===== src/rtl/cv32e40p_fpu_pkg.sv =====
// rtl/cv32e40p_fpu_pkg.sv - FPU request types, operation groups and legality helpers
package cv32e40p_fpu_pkg;

  localparam int OP_BITS         = 4;
  localparam int FP_FORMAT_BITS  = 3;
  localparam int INT_FORMAT_BITS = 2;
  localparam int NUM_FP_FORMATS  = 5;
  localparam int NUM_OPGROUPS    = 4;

  typedef enum logic [OP_BITS-1:0] {
    FMADD, FNMSUB, ADD, MUL, DIV, SQRT, SGNJ, MINMAX, CMP, CLASSIFY,
    F2F, F2I, I2F, CPKAB, CPKCD
  } operation_e;

  typedef enum logic [FP_FORMAT_BITS-1:0] {
    FP32, FP64, FP16, FP8, FP16ALT
  } fp_format_e;

  typedef enum logic [INT_FORMAT_BITS-1:0] {
    INT8, INT16, INT32, INT64
  } int_format_e;

  typedef enum logic [1:0] {
    ADDMUL, DIVSQRT, NONCOMP, CONV
  } opgroup_e;

  typedef enum logic [2:0] {
    RNE = 3'b000, RTZ = 3'b001, RDN = 3'b010, RUP = 3'b011, RMM = 3'b100, DYN = 3'b111
  } roundmode_e;

  // Fields are kept as raw vectors so out-of-range encodings survive queuing unchanged.
  typedef struct packed {
    logic                       illegal;
    logic [OP_BITS-1:0]         op;
    logic                       op_mod;
    logic [FP_FORMAT_BITS-1:0]  src_fmt;
    logic [FP_FORMAT_BITS-1:0]  dst_fmt;
    logic [INT_FORMAT_BITS-1:0] int_fmt;
    logic [2:0]                 rnd;
  } fpu_req_t;

  // Unknown operation encodings fall into CONV.
  function automatic opgroup_e get_opgroup(operation_e op);
    case (op)
      FMADD, FNMSUB, ADD, MUL:     return ADDMUL;
      DIV, SQRT:                   return DIVSQRT;
      SGNJ, MINMAX, CMP, CLASSIFY: return NONCOMP;
      default:                     return CONV;
    endcase
  endfunction

  // A format is usable only if it is a defined encoding and enabled in the mask.
  function automatic logic fmt_enabled(logic [FP_FORMAT_BITS-1:0] fmt,
                                       logic [NUM_FP_FORMATS-1:0] mask);
    logic ok;
    ok = 1'b0;
    for (int i = 0; i < NUM_FP_FORMATS; i++) begin
      if (fmt == FP_FORMAT_BITS'(i)) ok = mask[i];
    end
    return ok;
  endfunction

  function automatic logic req_illegal(logic [OP_BITS-1:0]        op,
                                       logic [FP_FORMAT_BITS-1:0] src_fmt,
                                       logic [FP_FORMAT_BITS-1:0] dst_fmt,
                                       logic [NUM_FP_FORMATS-1:0] mask);
    return (op > OP_BITS'(CPKCD)) | !fmt_enabled(src_fmt, mask) | !fmt_enabled(dst_fmt, mask);
  endfunction

endpackage


===== src/rtl/cv32e40p_fpu_req_queue.sv =====
// rtl/cv32e40p_fpu_req_queue.sv - in-order tagged FP request buffer with legality and group tracking
module cv32e40p_fpu_req_queue
  import cv32e40p_fpu_pkg::*;
#(
  parameter int unsigned               DEPTH        = 4,
  parameter int unsigned               FLEN         = 32,
  parameter int unsigned               TAG_WIDTH    = 5,
  parameter logic [NUM_FP_FORMATS-1:0] FP_FMT_MASK  = 5'b00001,
  parameter bit                        FALL_THROUGH = 1'b0,
  localparam int unsigned              CNT_W        = $clog2(DEPTH + 1)
) (
  input  logic                       clk,
  input  logic                       rst,
  input  logic                       flush_i,
  input  logic                       in_valid_i,
  output logic                       in_ready_o,
  input  logic [OP_BITS-1:0]         in_op_i,
  input  logic                       in_op_mod_i,
  input  logic [FP_FORMAT_BITS-1:0]  in_src_fmt_i,
  input  logic [FP_FORMAT_BITS-1:0]  in_dst_fmt_i,
  input  logic [INT_FORMAT_BITS-1:0] in_int_fmt_i,
  input  logic [2:0]                 in_rnd_i,
  input  logic [3*FLEN-1:0]          in_operands_i,
  input  logic [TAG_WIDTH-1:0]       in_tag_i,
  output logic                       out_valid_o,
  input  logic                       out_ready_i,
  output logic [OP_BITS-1:0]         out_op_o,
  output logic                       out_op_mod_o,
  output logic [FP_FORMAT_BITS-1:0]  out_src_fmt_o,
  output logic [FP_FORMAT_BITS-1:0]  out_dst_fmt_o,
  output logic [INT_FORMAT_BITS-1:0] out_int_fmt_o,
  output logic [2:0]                 out_rnd_o,
  output logic [3*FLEN-1:0]          out_operands_o,
  output logic [TAG_WIDTH-1:0]       out_tag_o,
  output logic                       out_illegal_o,
  output logic [CNT_W-1:0]           count_o,
  output logic [NUM_OPGROUPS-1:0]    group_busy_o
);

  localparam int unsigned PTR_W = (DEPTH > 1) ? $clog2(DEPTH) : 1;

  typedef struct packed {
    fpu_req_t               req;
    logic [3*FLEN-1:0]      operands;
    logic [TAG_WIDTH-1:0]   tag;
  } entry_t;

  entry_t                  mem_q [DEPTH];
  entry_t                  mem_d [DEPTH];
  logic [PTR_W-1:0]        wr_ptr_q, wr_ptr_d;
  logic [PTR_W-1:0]        rd_ptr_q, rd_ptr_d;
  logic [CNT_W-1:0]        count_q, count_d;
  logic [CNT_W-1:0]        grp_cnt_q [NUM_OPGROUPS];
  logic [CNT_W-1:0]        grp_cnt_d [NUM_OPGROUPS];
  logic [NUM_OPGROUPS-1:0] group_busy_q, group_busy_d;

  entry_t                  in_entry;
  entry_t                  head;
  logic                    full, empty, bypass;
  logic                    push, pop, wr_en, rd_en;
  logic [NUM_OPGROUPS-1:0] in_grp_oh, head_grp_oh;

  function automatic logic [PTR_W-1:0] next_ptr(logic [PTR_W-1:0] p);
    return (p == PTR_W'(DEPTH - 1)) ? '0 : p + 1'b1;
  endfunction

  // Pack the incoming request and classify it once, at the point of entry.
  always_comb begin
    in_entry                 = '0;
    in_entry.req.illegal     = req_illegal(in_op_i, in_src_fmt_i, in_dst_fmt_i, FP_FMT_MASK);
    in_entry.req.op          = in_op_i;
    in_entry.req.op_mod      = in_op_mod_i;
    in_entry.req.src_fmt     = in_src_fmt_i;
    in_entry.req.dst_fmt     = in_dst_fmt_i;
    in_entry.req.int_fmt     = in_int_fmt_i;
    in_entry.req.rnd         = in_rnd_i;
    in_entry.operands        = in_operands_i;
    in_entry.tag             = in_tag_i;
  end

  assign full   = (count_q == CNT_W'(DEPTH));
  assign empty  = (count_q == '0);
  assign bypass = FALL_THROUGH && empty;

  assign in_ready_o  = !full && !flush_i;
  assign out_valid_o = bypass ? (in_valid_i && !flush_i) : !empty;
  assign head        = bypass ? in_entry : mem_q[rd_ptr_q];

  assign push  = in_valid_i && in_ready_o;
  assign pop   = out_valid_o && out_ready_i;
  // A bypassed request that is taken immediately never touches storage.
  assign wr_en = push && !(bypass && pop);
  assign rd_en = pop && !bypass;

  assign in_grp_oh   = NUM_OPGROUPS'(1) << get_opgroup(operation_e'(in_op_i));
  assign head_grp_oh = NUM_OPGROUPS'(1) << get_opgroup(operation_e'(mem_q[rd_ptr_q].req.op));

  assign out_op_o       = head.req.op;
  assign out_op_mod_o   = head.req.op_mod;
  assign out_src_fmt_o  = head.req.src_fmt;
  assign out_dst_fmt_o  = head.req.dst_fmt;
  assign out_int_fmt_o  = head.req.int_fmt;
  assign out_rnd_o      = head.req.rnd;
  assign out_operands_o = head.operands;
  assign out_tag_o      = head.tag;
  assign out_illegal_o  = out_valid_o && head.req.illegal;
  assign count_o        = count_q;
  assign group_busy_o   = group_busy_q;

  // Next-state for storage, pointers, occupancy and per-group counters; flush wins.
  always_comb begin
    mem_d    = mem_q;
    wr_ptr_d = wr_ptr_q;
    rd_ptr_d = rd_ptr_q;
    if (wr_en) begin
      mem_d[wr_ptr_q] = in_entry;
      wr_ptr_d        = next_ptr(wr_ptr_q);
    end
    if (rd_en) begin
      rd_ptr_d = next_ptr(rd_ptr_q);
    end
    count_d = count_q + CNT_W'(wr_en) - CNT_W'(rd_en);
    for (int g = 0; g < NUM_OPGROUPS; g++) begin
      grp_cnt_d[g] = grp_cnt_q[g] + CNT_W'(wr_en && in_grp_oh[g])
                                  - CNT_W'(rd_en && head_grp_oh[g]);
    end
    if (flush_i) begin
      wr_ptr_d = '0;
      rd_ptr_d = '0;
      count_d  = '0;
      for (int g = 0; g < NUM_OPGROUPS; g++) grp_cnt_d[g] = '0;
    end
    for (int g = 0; g < NUM_OPGROUPS; g++) group_busy_d[g] = (grp_cnt_d[g] != '0);
  end

  // State registers; payload storage needs no reset since it is gated by count.
  always_ff @(posedge clk) begin
    mem_q <= mem_d;
    if (rst) begin
      wr_ptr_q     <= '0;
      rd_ptr_q     <= '0;
      count_q      <= '0;
      group_busy_q <= '0;
      for (int g = 0; g < NUM_OPGROUPS; g++) grp_cnt_q[g] <= '0;
    end else begin
      wr_ptr_q     <= wr_ptr_d;
      rd_ptr_q     <= rd_ptr_d;
      count_q      <= count_d;
      group_busy_q <= group_busy_d;
      for (int g = 0; g < NUM_OPGROUPS; g++) grp_cnt_q[g] <= grp_cnt_d[g];
    end
  end

endmodule


===== config.mk =====
export PLATFORM = sky130hd
export DESIGN_NAME = cv32e40p_fpu_req_queue
export DESIGN_NICKNAME = d
export VERILOG_FILES = /design/src/rtl/cv32e40p_fpu_pkg.sv /design/src/rtl/cv32e40p_fpu_req_queue.sv
export SDC_FILE = /design/constraint.sdc
export NUM_CORES = 1
export LEC_CHECK = 0
export ABC_AREA = 1
export CAP_MARGIN = 20
export CORE_MARGIN = 1.5
export CORE_UTILIZATION = 30
export CTS_BUF_LIST = sky130_fd_sc_hd__clkbuf_8
export CTS_CLUSTER_DIAMETER = 60
export DETAILED_ROUTE_END_ITERATION = 8
export GPL_TIMING_DRIVEN = 0
export PLACE_DENSITY = 0.49
export SETUP_SLACK_MARGIN = 0.15
export SYNTH_ARGS = -nofsm -noshare
export SYNTH_HDL_FRONTEND = slang
export SYNTH_SLANG_ARGS = --single-unit

===== constraint.sdc =====
create_clock -name clk -period 18.6 [get_ports clk]
set_input_delay 4.65 -clock clk [delete_from_list [all_inputs] [get_ports clk]]
set_output_delay 4.65 -clock clk [all_outputs]
set_load 0.02 [all_outputs]

# Yosys cells after proc, flatten, opt, wreduce, memory -nomap -nowiden
# Memories as Yosys holds them, arrays and structs flattened.
# Index checks and enable logic that the tools add are counted.
# W data, S select, Z words.
# totals
word_cells	132
mem_bits_rw	12
output_inout_bits	127
mem_count	3
reg_bits	483
rom_bits	64
in_bits	122
# classes
reduce_logical	26
n_addsub	12
n_eq_ne	11
muxes	26
magnitude_cmp	4
bitwise	8
n_shift	2
# memory_table
name	words	word_bits	read_ports	rd_clocked_by_memory_dff	write_ports	line_no	rtl
(no name shown)	16	2	1	0	0	cv32e40p_fpu_pkg.sv:44	case (op)
(no name shown)	16	2	1	0	0	cv32e40p_fpu_pkg.sv:44	
grp_cnt_q	4	3	4	0	4	cv32e40p_fpu_req_queue.sv:53	logic [CNT_W-1:0] grp_cnt_q [NUM_OPGROUPS];
# ops
cell	count
$bwmux W472	1
$mux W118	3
$bmux W118 S2	1
$demux W118 S2	1
$add A3 B1 Y3	5
$sub A3 B1 Y3	5
$logic_and A1 B1 Y1	13
$mux W1	13
$eq A3 B2 Y1 const B	4
$mux W12	1
$mux W3	4
$reduce_bool A3 Y1	4
$eq A3 B3 Y1 const B	3
$logic_not A3 Y1	3
$shl A1 B2 Y4 const A	2
$eq A3 B1 Y1 const B	2
$ge A3 B3 Y1 const B	2
$not A2 Y3	2
$or A1 B1 Y1	6
$logic_not A1 Y1	5
$add A2 B1 Y2 const B	2
$eq A2 B2 Y1 const B	2
$gt A4 B4 Y1 const B	1
$mux W2	2
other kinds (2)	2

# Longest topological paths before layout
# logic_depth
ltp_word	10
depth_mapped	20

# Worst setup path after synthesis
# Ideal clock, no wire load.
# synth_timing
kind	input port to flip-flop
from	input flush_i
to	register mem_q[0] in the netlist's numbering (enable)
required_time_ps	18003
arrival_ps	10079
setup_ps	597
slack_ps	7924
stages	4
path_buffers	1
path_cell_list	inv_1 > nand3_1 > buf_1 > nor2_1
# synth_via
elab_chain_len	3
# synth_rtl
item	line_no	rtl
start: declaration	cv32e40p_fpu_req_queue.sv:14	input logic flush_i,
$logic_not A1 Y1	n/a	
$logic_and A1 B1 Y1	cv32e40p_fpu_req_queue.sv:85	assign in_ready_o = !full && !flush_i;
$logic_and A1 B1 Y1	cv32e40p_fpu_req_queue.sv:89	assign push = in_valid_i && in_ready_o;
end signal: assignment	cv32e40p_fpu_req_queue.sv:138	mem_q <= mem_d;
end: declaration	cv32e40p_fpu_req_queue.sv:48	entry_t mem_q [DEPTH];
# Every way passes these cells.
# A chain may end at the register's enable or synchronous reset.

# Worst setup path after layout
# layout_timing
from	input flush_i
to	output in_ready_o
# layout_via
elab_chain_len	2
# layout_rtl
item	line_no	rtl
$logic_not A1 Y1	n/a	
$logic_and A1 B1 Y1	cv32e40p_fpu_req_queue.sv:85	
end: declaration	cv32e40p_fpu_req_queue.sv:16	output logic in_ready_o,
# Every way passes these cells.

==> results by group <==
Floorplan
  – Die area: ~0.064 sq mm
  – Core ar.: 0.0619 sq mm
  – Die height: roughly 250 um
  – Starting density of the core: 0.305
  – Chip Width: approximately 250 um
  – # IOs: around 250
  – # rows: a little over 90

Timing
  – Tcrit/Tclk final: 0.575
  – Final setup vio count: 0
  – Worst Tran Pin Value: about 0.85 ns
  – Period minus WS final: around 11 ns
  – Max Clk Rate: between 90 and 100 MHz
  – Setup TNS: 0 ns
  – Worst Slack Setup Final: between 7 and 8 ns
  – Post-Route Skew: 0.0153 ns
  – Worst hold margin: ~0.53 ns
  – Rel. slew slack: 0.430
  – Hold Vio Cnt, Final: 0
  – Max-slew violation count: 0
  – RSZ-0062 raised after global routing: no

Routing
  – Wire per inst: around 20 um
  – Routed vias/inst: 4.61
  – Drt initial violations: 674
  – DRC: 0
  – DRT Pass-1 Iters: 5
  – Vias: about 12000
  – Final wirelength: around 52 mm
  – Detail Route Antenna Nets: 0

Critical path
  – FF-to-FF End: group_busy_o[1]
  – Critical Path RT: 13.95 ns
  – Worst setup EP type: primary output
  – Worst path slowest cell: clkdlybuf4s50_1
  – Worst-path cell chain: clkdlybuf4s50_1 > a31oi_1 > clkdlybuf4s50_1
  – Worst setup SP type: primary input
  – Slowest stage delay, CP: about 0.66 ns
  – Crit Path Category: in2out
  – Crit Path Max Fanout: 3
  – Worst EP arrival: 6.05 ns
  – R2R Path Start: rd_ptr_q[0]
  – Worst reg2reg path depth: 17
  – Flop2flop setup slack: roughly 16 ns
  – Most frequent CP cell: clkdlybuf4s50_1

Logic synthesis
  – Synth Area in Adders: 0.0152
  – Simple-gate share of the synthesized area: 0.0696
  – Sequential area share after synthesis: 0.775
  – Synth Net Count: 1472
  – Compound-cell area share of the yosys netlist: 0.104
  – Syn Inst Count: 1330
  – Mux share of post-synthesis cell area: 0
  – Post-Synth XOR/XNOR Area: 0.00232
  – Largest family of logic cells by synthesized area: compound AO/OA/AOI/OAI gates
  – Synth warn: 0
  – Synth unique cells: 35
  – Synth Cell Area: about 0.019 sq mm
  – Syn Area/Cell: ~14 sq um
  – Number of synthesized register bits: ~500

Layout
  – Sequential cell area: between 0.01 and 0.015 sq mm
  – Fillers: about 6000
  – Final net count: roughly 1800
  – Finished Layout Cells: roughly 2600
  – P&R area growth vs syn: 29.6%
  – Footprint of the multi-input gates: 0.00364 sq mm
  – Ant. Diodes: 0
  – Layout cells sized above 1: 0.102

Clock tree
  – CTS root buf: clkbuf_8
  – CTS Sinks: about 500
  – Latest clock arrival within the worst-skew pair: roughly 0.65 ns
  – CTS tree: built
  – Longest Clk Path Bufs: 3
  – Setup Buffers After CTS: 0
  – Inserted Clock Buffers: 86
  – # hold bufs at CTS: 0
  – Clock transition at path regs: 0.06 ns
  – Htree depth: 3
  – PostCTS Resize Cnt: 0

Power and ir drop
  – Psw: about 560 uW
  – Combinational Power Share: 0.090
  – Max IR drop VDD: 41.9 uV
  – P_leak: between 0.008 and 0.009 uW
  – Switching portion of total power: 0.237
  – Clk pwr share: 0.386
  – Cell Pwr Density: between 90 and 100 mW/mm^2
  – Overall Power: about 2400 uW
  – Register share of total power: 0.524
  – Int Power: between 1500 and 2000 uW

Min path
  – Worst min path class: reg2reg
  – Hold endpoint: count_o[2]
  – Hold Path Origin: count_o[2]
  – Hold path depth: 2

GRT
  – First-pass GRT wire length: approximately 76 mm
  – Initial antenna violation count: 7
  – Vias in the first global route: ~12000
  – GRT overflow: 0
  – Largest net degree at the start of global routing: 27
  – Global Route Usage Sum: 0.161

Placement
  – Dpl ws: 7.89 ns
  – Placed instance count: approximately 2400
  – Hpwl dp: around 33 mm
  – IO Port Bufs: ~250
  – RePlAce Congestion: 0.731

Run
  – Max Cap Viol: 0

Status
  – Outcome: finished, final reports clean
[registers in the layout, indices dropped and copies added, names as in the netlist]
name,cells
wr_ptr_q,2
mem_q,472
count_o,3
group_busy_o,4
rd_ptr_q,2
grp_cnt_q,12
[power by group through the flow]
stage | sequential, uW | clock [uW] | combinational (uW)
floorplan | 1280 | 0 | 90.3
global placement | 1280 | 0 | 210
detailed placement | 1270 | 0 | 217
CTS | 1250 | 952 | 218
global route | 1250 | 995 | 231
finish | 1250 | 918 | 214
[synth_stat cells (all sizes together)]
library cell,count,share of area
nor2,261,0.052
nand4,1,0.00033
nand3,13,0.0044
o22ai,114,0.038
or2,1,0.00033
xnor2,4,0.0019
o21a,1,0.00040
inv,40,0.0081
nor3b,1,0.00040
a21oi,6,0.0016
clkinv,1,0.00020
edfxtp,472,0.75
dfxtp,23,0.024
clkbuf,44,0.0087
o21ai,239,0.063
nand2,45,0.011
buf,36,0.017
ha,15,0.0099
fa,5,0.0053
nor3,5,0.0013
a31oi,1,0.00033
xor2,1,0.00046
a21boi,1,0.00040
[cell usage in the layout (no fill, tap or decap), types with 4 or more instances in the layout]
cell	Yosys	layout
inv_1	38	60
buf_16	0	5
nor2_4	0	4
o21ai_0	237	237
clkinv_2	0	9
dfxtp_1	23	23
clkbuf_8	0	88
o22ai_1	114	114
clkbuf_1	44	44
buf_12	1	17
buf_6	4	4
buf_2	18	18
clkinv_1	1	30
a21oi_1	6	6
nor3_1	5	5
nand2_1	36	36
ha_1	15	15
nor2_1	261	257
fa_1	5	5
nand3_1	11	11
buf_8	10	10
clkinvlp_4	0	5
nand2_2	6	6
xnor2_1	4	4
clkdlybuf4s50_1	0	248
edfxtp_1	472	472
[how the worst max path moves through the flow]
stage,startpoint,end,slack [ns]
after CTS,flush_i,in_ready_o,7.87
after global placement,flush_i,mem_q[448],1.92
after detailed placement,flush_i,in_ready_o,7.89
final,flush_i,in_ready_o,7.90
after global routing,flush_i,in_ready_o,7.85
after floorplan,flush_i,mem_q[0],7.92
[stage by stage]
step	instance area (sq um)	util
final	24500	0.395
after global placement	22400	0.362
after detailed placement	22900	0.370
after floorplan	18900	-
after global routing	24500	0.395
after CTS	24500	0.395
[routing by layer]
metal  global-route usage  part of all wire  vias to the layer above  wire [um]
met1                0.216              0.45                     5905      23600
met5                    0            0.0014                        -         73
li1                     -                 -                     5664          -
met4               0.0558             0.022                       12       1140
met3               0.0433             0.059                       92       3100
met2                0.250              0.46                      288      24200
[cell families (layout without fill, tap and decap cells)]
kind of cell	count (synthesis)	in the layout
simple gates	327	327
flops	495	495
compound gates	362	362
buf+inv	121	546
fa+ha+maj	20	20
xor+xnor	5	5
[final cells by class]
class	instances	area share
Sequential cell	495	0.598
Multi-Input combinational cell	714	0.149
Timing Repair Buffer	269	0.120
Clock buffer	88	0.0495
Tap cell	837	0.0428
Buffer	80	0.0200
Clock inverter	68	0.0149
Inverter	41	0.00639
[critical path: cells and delay by family]
family | cells | cell delay, ns
buffers and inverters | 2 | 1.13
AOI/OAI and AO/OA | 1 | 0.27
Power figures use the tool's default switching activity.
